**src/rtl/imem_arbiter.sv**
```systemverilog
// Instruction-memory port arbiter: shares one single-port memory between
// instruction fetch (reads) and a program loader (writes), with a boot-load
// mode that locks fetch out and a starvation limit that protects fetch.

`ifndef CPU_WIDTH
`define CPU_WIDTH 32
`endif
`ifndef RESET_PC_VALUE
`define RESET_PC_VALUE 32'h0000_1000
`endif

module imem_arbiter #(
  parameter int ADDR_W   = 10,
  parameter int MAX_WAIT = 4
) (
  input  logic                  clk,
  input  logic                  rst_n,
  input  logic                  if_req_i,
  input  logic [`CPU_WIDTH-1:0] if_addr_i,
  output logic                  if_gnt_o,
  output logic                  if_rvalid_o,
  output logic [`CPU_WIDTH-1:0] if_rdata_o,
  output logic                  if_err_o,
  input  logic                  ld_req_i,
  input  logic [`CPU_WIDTH-1:0] ld_addr_i,
  input  logic [`CPU_WIDTH-1:0] ld_wdata_i,
  output logic                  ld_gnt_o,
  input  logic                  ld_burst_i,
  output logic                  mem_en_o,
  output logic                  mem_we_o,
  output logic [ADDR_W-1:0]     mem_addr_o,
  output logic [`CPU_WIDTH-1:0] mem_wdata_o,
  input  logic [`CPU_WIDTH-1:0] mem_rdata_i,
  output logic                  stall_o
);

  localparam logic [`CPU_WIDTH-1:0] RESET_PC = `RESET_PC_VALUE;
  localparam logic [`CPU_WIDTH-1:0] NOP      = `CPU_WIDTH'(32'h0000_0013);
  localparam logic [3:0]            WAIT_MAX = 4'(MAX_WAIT);

  typedef enum logic {
    RUN  = 1'b0,
    HOLD = 1'b1
  } state_t;

  state_t state_q, state_d;
  logic [3:0] wait_q, wait_d;
  logic       rvalid_q, rvalid_d;
  logic       err_q, err_d;

  // Offsets from the reset PC; addresses below it wrap to huge values and
  // therefore fail the range test without a separate lower-bound compare.
  logic [`CPU_WIDTH-1:0] if_off, ld_off;
  logic                  if_ok, ld_ok;
  logic [ADDR_W-1:0]     if_idx, ld_idx;

  assign if_off = if_addr_i - RESET_PC;
  assign ld_off = ld_addr_i - RESET_PC;
  assign if_ok  = (if_addr_i[1:0] == 2'b00) && ((if_off >> (ADDR_W + 2)) == '0);
  assign ld_ok  = (ld_addr_i[1:0] == 2'b00) && ((ld_off >> (ADDR_W + 2)) == '0);
  assign if_idx = if_off[ADDR_W+1:2];
  assign ld_idx = ld_off[ADDR_W+1:2];

  // State, starvation counter and read-response pipeline; reset is synchronous.
  always_ff @(posedge clk) begin
    // NOTE: sequential state uses non-blocking assignment so every register
    // samples the pre-edge values regardless of statement order.
    if (!rst_n) begin
      state_q  <= RUN;
      wait_q   <= '0;
      rvalid_q <= 1'b0;
      err_q    <= 1'b0;
    end else begin
      state_q  <= state_d;
      wait_q   <= wait_d;
      rvalid_q <= rvalid_d;
      err_q    <= err_d;
    end
  end

  // Mode transitions and grant decision; fetch is locked out whenever a
  // boot-load burst is requested or in progress.
  always_comb begin
    // NOTE: every output of a combinational block gets a default first so no
    // path leaves it unassigned and no latch is inferred.
    state_d  = state_q;
    if_gnt_o = 1'b0;
    ld_gnt_o = 1'b0;
    unique case (state_q)
      RUN: begin
        if (ld_burst_i) state_d = HOLD;
        if (if_req_i && !ld_burst_i && (!ld_req_i || (wait_q == WAIT_MAX))) begin
          if_gnt_o = 1'b1;
        end else begin
          ld_gnt_o = ld_req_i;
        end
      end
      HOLD: begin
        ld_gnt_o = ld_req_i;
        if (!ld_burst_i && !ld_req_i) state_d = RUN;
      end
    endcase
    if (!rst_n) begin
      if_gnt_o = 1'b0;
      ld_gnt_o = 1'b0;
    end
  end

  // Starvation counter: counts stalled fetch cycles in RUN, saturating.
  always_comb begin
    wait_d = wait_q;
    if ((state_q == HOLD) || !if_req_i || if_gnt_o) begin
      wait_d = '0;
    end else if (wait_q != WAIT_MAX) begin
      wait_d = wait_q + 4'd1;
    end
  end

  // Memory port drive; invalid addresses are granted but never reach memory.
  always_comb begin
    mem_en_o    = 1'b0;
    mem_we_o    = 1'b0;
    mem_addr_o  = '0;
    mem_wdata_o = '0;
    if (ld_gnt_o && ld_ok) begin
      mem_en_o    = 1'b1;
      mem_we_o    = 1'b1;
      mem_addr_o  = ld_idx;
      mem_wdata_o = ld_wdata_i;
    end else if (if_gnt_o && if_ok) begin
      mem_en_o   = 1'b1;
      mem_addr_o = if_idx;
    end
  end

  // One-cycle response pulse per fetch grant, flagged if the address was bad.
  always_comb begin
    rvalid_d = if_gnt_o;
    err_d    = if_gnt_o && !if_ok;
  end

  // Response data: memory word, or a NOP for a rejected fetch; zero otherwise
  // and throughout reset so a grant just before reset never surfaces.
  always_comb begin
    if_rdata_o = '0;
    if (rst_n && rvalid_q) if_rdata_o = err_q ? NOP : mem_rdata_i;
  end

  assign if_rvalid_o = rvalid_q & rst_n;
  assign if_err_o    = err_q & rst_n;
  assign stall_o     = if_req_i & ~if_gnt_o;

endmodule

```
**config.mk**
```make
export PLATFORM = sky130hd
export DESIGN_NAME = imem_arbiter
export DESIGN_NICKNAME = d
export VERILOG_FILES = /design/src/rtl/imem_arbiter.sv
export SDC_FILE = /design/constraint.sdc
export NUM_CORES = 1
export LEC_CHECK = 0
export CORE_AREA = 2 2 83 85
export CTS_CLUSTER_SIZE = 10
export DETAILED_ROUTE_END_ITERATION = 12
export DIE_AREA = 0 0 85 87
export GPL_TIMING_DRIVEN = 0
export PLACE_DENSITY = 0.73
export SETUP_SLACK_MARGIN = 0.15
export SYNTH_ARGS = -nofsm -noshare
export SYNTH_HDL_FRONTEND = slang
export SYNTH_SLANG_ARGS = --single-unit
```
**constraint.sdc**
```tcl
create_clock -name clk -period 4.4 [get_ports clk]
set_input_delay 1.32 -clock clk [delete_from_list [all_inputs] [get_ports clk]]
set_output_delay 1.32 -clock clk [all_outputs]
set_load 0.05 [all_outputs]
```
Yosys cells after proc, flatten, opt, wreduce, memory -nomap -nowiden
Cells that the tools add are included.

Reductions and logical operators: 21. Muxes and demuxes: 17. $add $sub $neg: 3. Equality and inequality tests: 2. Bitwise operators: 6.

Operator list (count): 32-bit 2-to-1 mux (3); 32-bit zero test (2); 32-bit by 13-bit subtractor with 32-bit output (second input constant) (2); 10-bit 2-to-1 mux (2); 1-bit 2-to-1 mux (10); 1-bit logical AND (9); 4-bit by 1-bit adder with 4-bit output (second input constant) (1); 4-bit by 3-bit equality test with 1-bit output (second input constant) (1); 1-bit zero test (4); 2-bit zero test (2); 4-bit by 3-bit inequality test with 1-bit output (second input constant) (1); 1-bit one-hot mux with 2 select lines (2); 1-bit AND (3); 1-bit logical OR (3); 1-bit NOT (3); 2-bit OR reduction (1).

Register bits: 7. Bits of input ports: 133. Output and inout port bits: 81.

Depth between registers and ports, before layout
Word-level depth: 9. Depth in mapped cells: 8.

Worst setup path after synthesis
OpenSTA, ideal clock, no wires.

Path kind: input port to output port. Start: input port if_req_i. End: output port mem_wdata_o[22]. Arrival time: 3356 ps. Required time: 3080 ps. Stages on the path: 6. Slack: -276 ps. Cells stage by stage: nor2b_1 -> nor3b_1 -> nor2_1 -> and4_4 -> buf_6 -> and2_1.

Cells in the longest elaborated chain, start to end: 7.

Ends and longest elaborated chain: start, declared (line 18) `input logic if_req_i,`; 1-bit logical AND (2 in a row) (line 92) `if (if_req_i && !ld_burst_i && (!ld_req_i || (wait_q == WAIT_MAX))) begin`; 1-bit 2-to-1 mux (line 92); 1-bit one-hot mux with 2 select lines (line 89) `unique case (state_q)`; 1-bit 2-to-1 mux (line 103) `if (!rst_n) begin`; via ld_gnt_o (line 27) `output logic ld_gnt_o,`; 1-bit logical AND (line 125) `if (ld_gnt_o && ld_ok) begin`; 32-bit 2-to-1 mux (line 125); end, declared (line 32) `` output logic [`CPU_WIDTH-1:0] mem_wdata_o, ``.

The timed path passes the listed nets, and every way through them passes these cells.

Worst setup path in the final report
Start: input port ld_addr_i[17]. End: output port mem_en_o.

Cells in the longest elaborated chain, start to end: 5.

Ends and longest elaborated chain: start, declared (line 25) `` input logic [`CPU_WIDTH-1:0] ld_addr_i, ``; 32-bit by 13-bit subtractor with 32-bit output (line 58) `assign ld_off = ld_addr_i - RESET_PC;`; 32-bit zero test (line 60) `assign ld_ok = (ld_addr_i[1:0] == 2'b00) && ((ld_off >> (ADDR_W + 2)) == '0);`; 1-bit logical AND (line 60); 1-bit logical AND (line 125); 1-bit 2-to-1 mux (line 125); end, declared (line 29) `output logic mem_en_o,`.

Every way passes these cells.

==> impl_results.md <==
* Status: completed
* Commonest cells after routing, fill and taps aside: clkdlybuf4s50_1 (91), buf_8 (36), and2_1 (33), and2_4 (30), dlygate4sd2_1 (27)
* Skew-Pair Late Insertion Delay at between 0.2 and 0.25 ns
* Syn Nets at 297
* First-pass DRT Iterations at 6
* CTS root buf: clkbuf_8
* DP Area at 0.00341 mm^2
* Fin nets at 528
* Hold_ws at 0.528 ns
* Final Total Pwr at approximately 0.32 mW
* RSZ-0062 raised after global routing: true
* Finish-stage setup viols at 0
* Final design utilization at roughly three fifths
* Design area at roughly 0.0039 mm^2
* Psw at around 0.087 mW
* Maximum fanout along the worst path at 4
* Fmax at between 0.2 and 0.25 GHz
* Synth warn at 0
* Die W at ~85 um
* Diodes inserted at 0
* Layout cells sized above 1 at 43.9%
* Post-Syn Instances at 162
* Comb power frac at between 50% and 60%
* Setup_tns at 0 ns
* I/O pin total at 214
* Max Slew Vio Count at 0
* Post-route antenna net violation count at 0
* Vias in the first global route at between 2k and 2.5k
* Placer congestion estimate at just over 0.8
* Max-cap violation count at 0
* Flops & latches, synth at 7
* Initial antenna violation count at 0
* PD cells at between 80 and 90 mW/mm^2
* DP HPWL at between 6000 and 7000 um
* Reg clk slew, reported paths at ~0.040 ns
* Final Routed Wirelength at between 8000 and 9000 um
* Top delay family on crit path: simple AND/OR/NAND/NOR gates
* Total grt overflow at 0
* Chip Height at roughly 87 um
* Starting Density at between 10% and 20%
* Lkg Pwr at 1.82 nW
* Switching Share at a little over a quarter
* H-tree depth at 1
* WL/cell at between 15 and 20 um
* CP Capture Type: primary output
* CP bufs+invs at 4
* Initial drt markers at 66
* Required @ worst endpoint at ~3.1 ns
* Vias/cell at between 4 and 5
* Crit-path cells: buf_8, nor4_4, nand4_1, xor2_2, buf_4, buf_4, and4_4, or2_1, buf_6
* Inserted Clock Buffers at 3
* Drt drc at 0
* Commonest non-fill, non-tap cell in the layout: clkdlybuf4s50_1
* Quantity of hold-fixing buffers added after cts at 0
* Hold Path Class: flop to flop
* DIE AREA at approximately 0.0074 mm^2
* Gr usage total at approximately a fifth
* Core area at between 0.006 and 0.007 mm^2
* Slew HR at about 62%
* CTS Sinks at 7
* Clock skew at a little under 0.003 ns
* Critical path class: input port to primary output
* Largest net degree at the start of global routing at 11
* First-pass GRT wire length at between 10000 and 15000 um
* Worst-Margin Slew at 0.565 ns
* Sequential power share at 20.7%
* VDD IR max at just under 0.00009 V
* Max incr delay on CP at roughly 0.37 ns
* Hold Violations, Final at 0
* Syn avg cell area at 7.24 um^2
* Setup slack, reg-to-reg at around 2.8 ns
* Area grow syn2layout at 232%
* Fin crit share at a little over nine tenths
* Fill count at 560
* Cell Rows at 30
* CTS tree: done
* Unique cell type count in the Yosys netlist at 35
* Clock Tree Buf Depth at 2
* Final worst path period need at 4.34 ns
* CP max stage cell: nor4_4
* Crit path DAT at 3.02 ns
* Internal cell power at 0.238 mW
* Register area share after synthesis at 11.9%
* Number of port buffers at about 210
* Via Count at 2121
* Most frequent CP cell: buf_4
* Clock power share at 27.4%
* Worst setup SP type: input port
* Post-Syn Area at 0.00117 mm^2
[worst paths after layout]
| path | cells after the start | endpoint | startpoint |
|---|---|---|---|
| max | 9 | mem_en_o | ld_addr_i[17] |
| min | 2 | wait_q[3] | wait_q[3] |
| max reg2reg | 6 | err_q | wait_q[0] |
| min reg2reg | 2 | wait_q[3] | wait_q[3] |
[what timing repair did]
action / 4_1_cts / 5_1_grt
buffers inserted: 6 / 1
gates resized for setup: 485 / 130
gates cloned: 6 / 0
pin swaps: 25 / 50
setup endpoints to repair: 80 / 75
[per-stage QoR]
stage | cells | worst slack (ns)
final | 472 | 0.0642
after global routing | 472 | -0.0203
after CTS | 471 | 0.113
after detailed placement | 455 | -0.908
after global placement | 455 | -0.897
after floorplan | 162 | 0.220
[synth_stat cells]
master	instances	area [um^2]
nand2_1	5	18.8
nor3_1	3	15.0
nor2_2	1	6.26
or2_1	1	6.26
and2_1	63	394
and4_4	1	11.3
nor3_2	1	10.0
xnor2_1	2	17.5
buf_1	1	3.75
o211ai_2	1	12.5
nor2b_1	4	25.0
nor4_4	1	21.3
nand4_1	3	18.8
and3_1	3	18.8
nand3_1	3	15.0
ha_1	2	25.0
nor2_1	16	60.1
o21ai_0	1	5.00
nor4_1	6	37.5
or3_1	1	6.26
a21oi_1	5	25.0
a32o_2	10	113
dfxtp_1	7	140
buf_6	4	45.0
inv_1	3	11.3
nand3b_1	2	15.0
clkbuf_1	3	11.3
mux2i_1	1	10.0
nor3b_1	1	7.51
xor2_1	2	17.5
nor4_2	1	12.5
buf_2	1	5.00
nor4b_1	1	8.76
nor4b_2	1	15.0
a21o_2	1	8.76
[cell families after synthesis]
group	synth area share (%)
mux	0.853
compound gates	14.0
fa+ha+maj	2.13
simple gates	61.6
xor+xnor	2.99
flops	11.9
buf+inv	6.50
[state kept, by name (all words and copies together) (netlist names)]
signal and cells:
wait_q 4, rvalid_q 1, err_q 1, state_q 1
[power by group through the flow]
| stage | Combinational, mW | Clock [mW] | Sequential, mW |
|---|---|---|---|
| 4_1_cts | 0.163 | 0.0909 | 0.0670 |
| 6_report | 0.168 | 0.0890 | 0.0671 |
| 3_3_place_gp | 0.163 | 0 | 0.0677 |
| 2_1_floorplan | 0.0326 | 0 | 0.0675 |
| 5_1_grt | 0.178 | 0.0966 | 0.0673 |
| 3_5_place_dp | 0.165 | 0 | 0.0678 |
[metal layers]
metal	vias up	part of all wire [%]	track usage, %
li1	1022	-	-
met1	954	38	24.3
met2	135	50	36.2
met3	10	10	6.64
met4	0	1.3	4.47
met5	-	0	0
[final cells by class]
cell class | count | area [um^2] | area share (%)
repair buffers | 225 | 2330 | 59.8
inverters | 3 | 11.3 | 0.289
multi-input cells | 144 | 1190 | 30.4
plain buffers | 9 | 85.1 | 2.18
flip-flops and latches | 7 | 140 | 3.60
well taps | 80 | 100 | 2.57
clock buffers | 4 | 45.0 | 1.16
[worst register-to-register path: cells and delay by family, from the launching register on]
kind	cells	cell delay, ns
flip-flops	1	0.33
AO/OA/AOI/OAI	1	0.31
AND/OR/NAND/NOR	3	0.64
buffers and inverters	1	0.07
adder cells (fa/ha/maj)	1	0.16
Power figures use the tool's default switching activity.
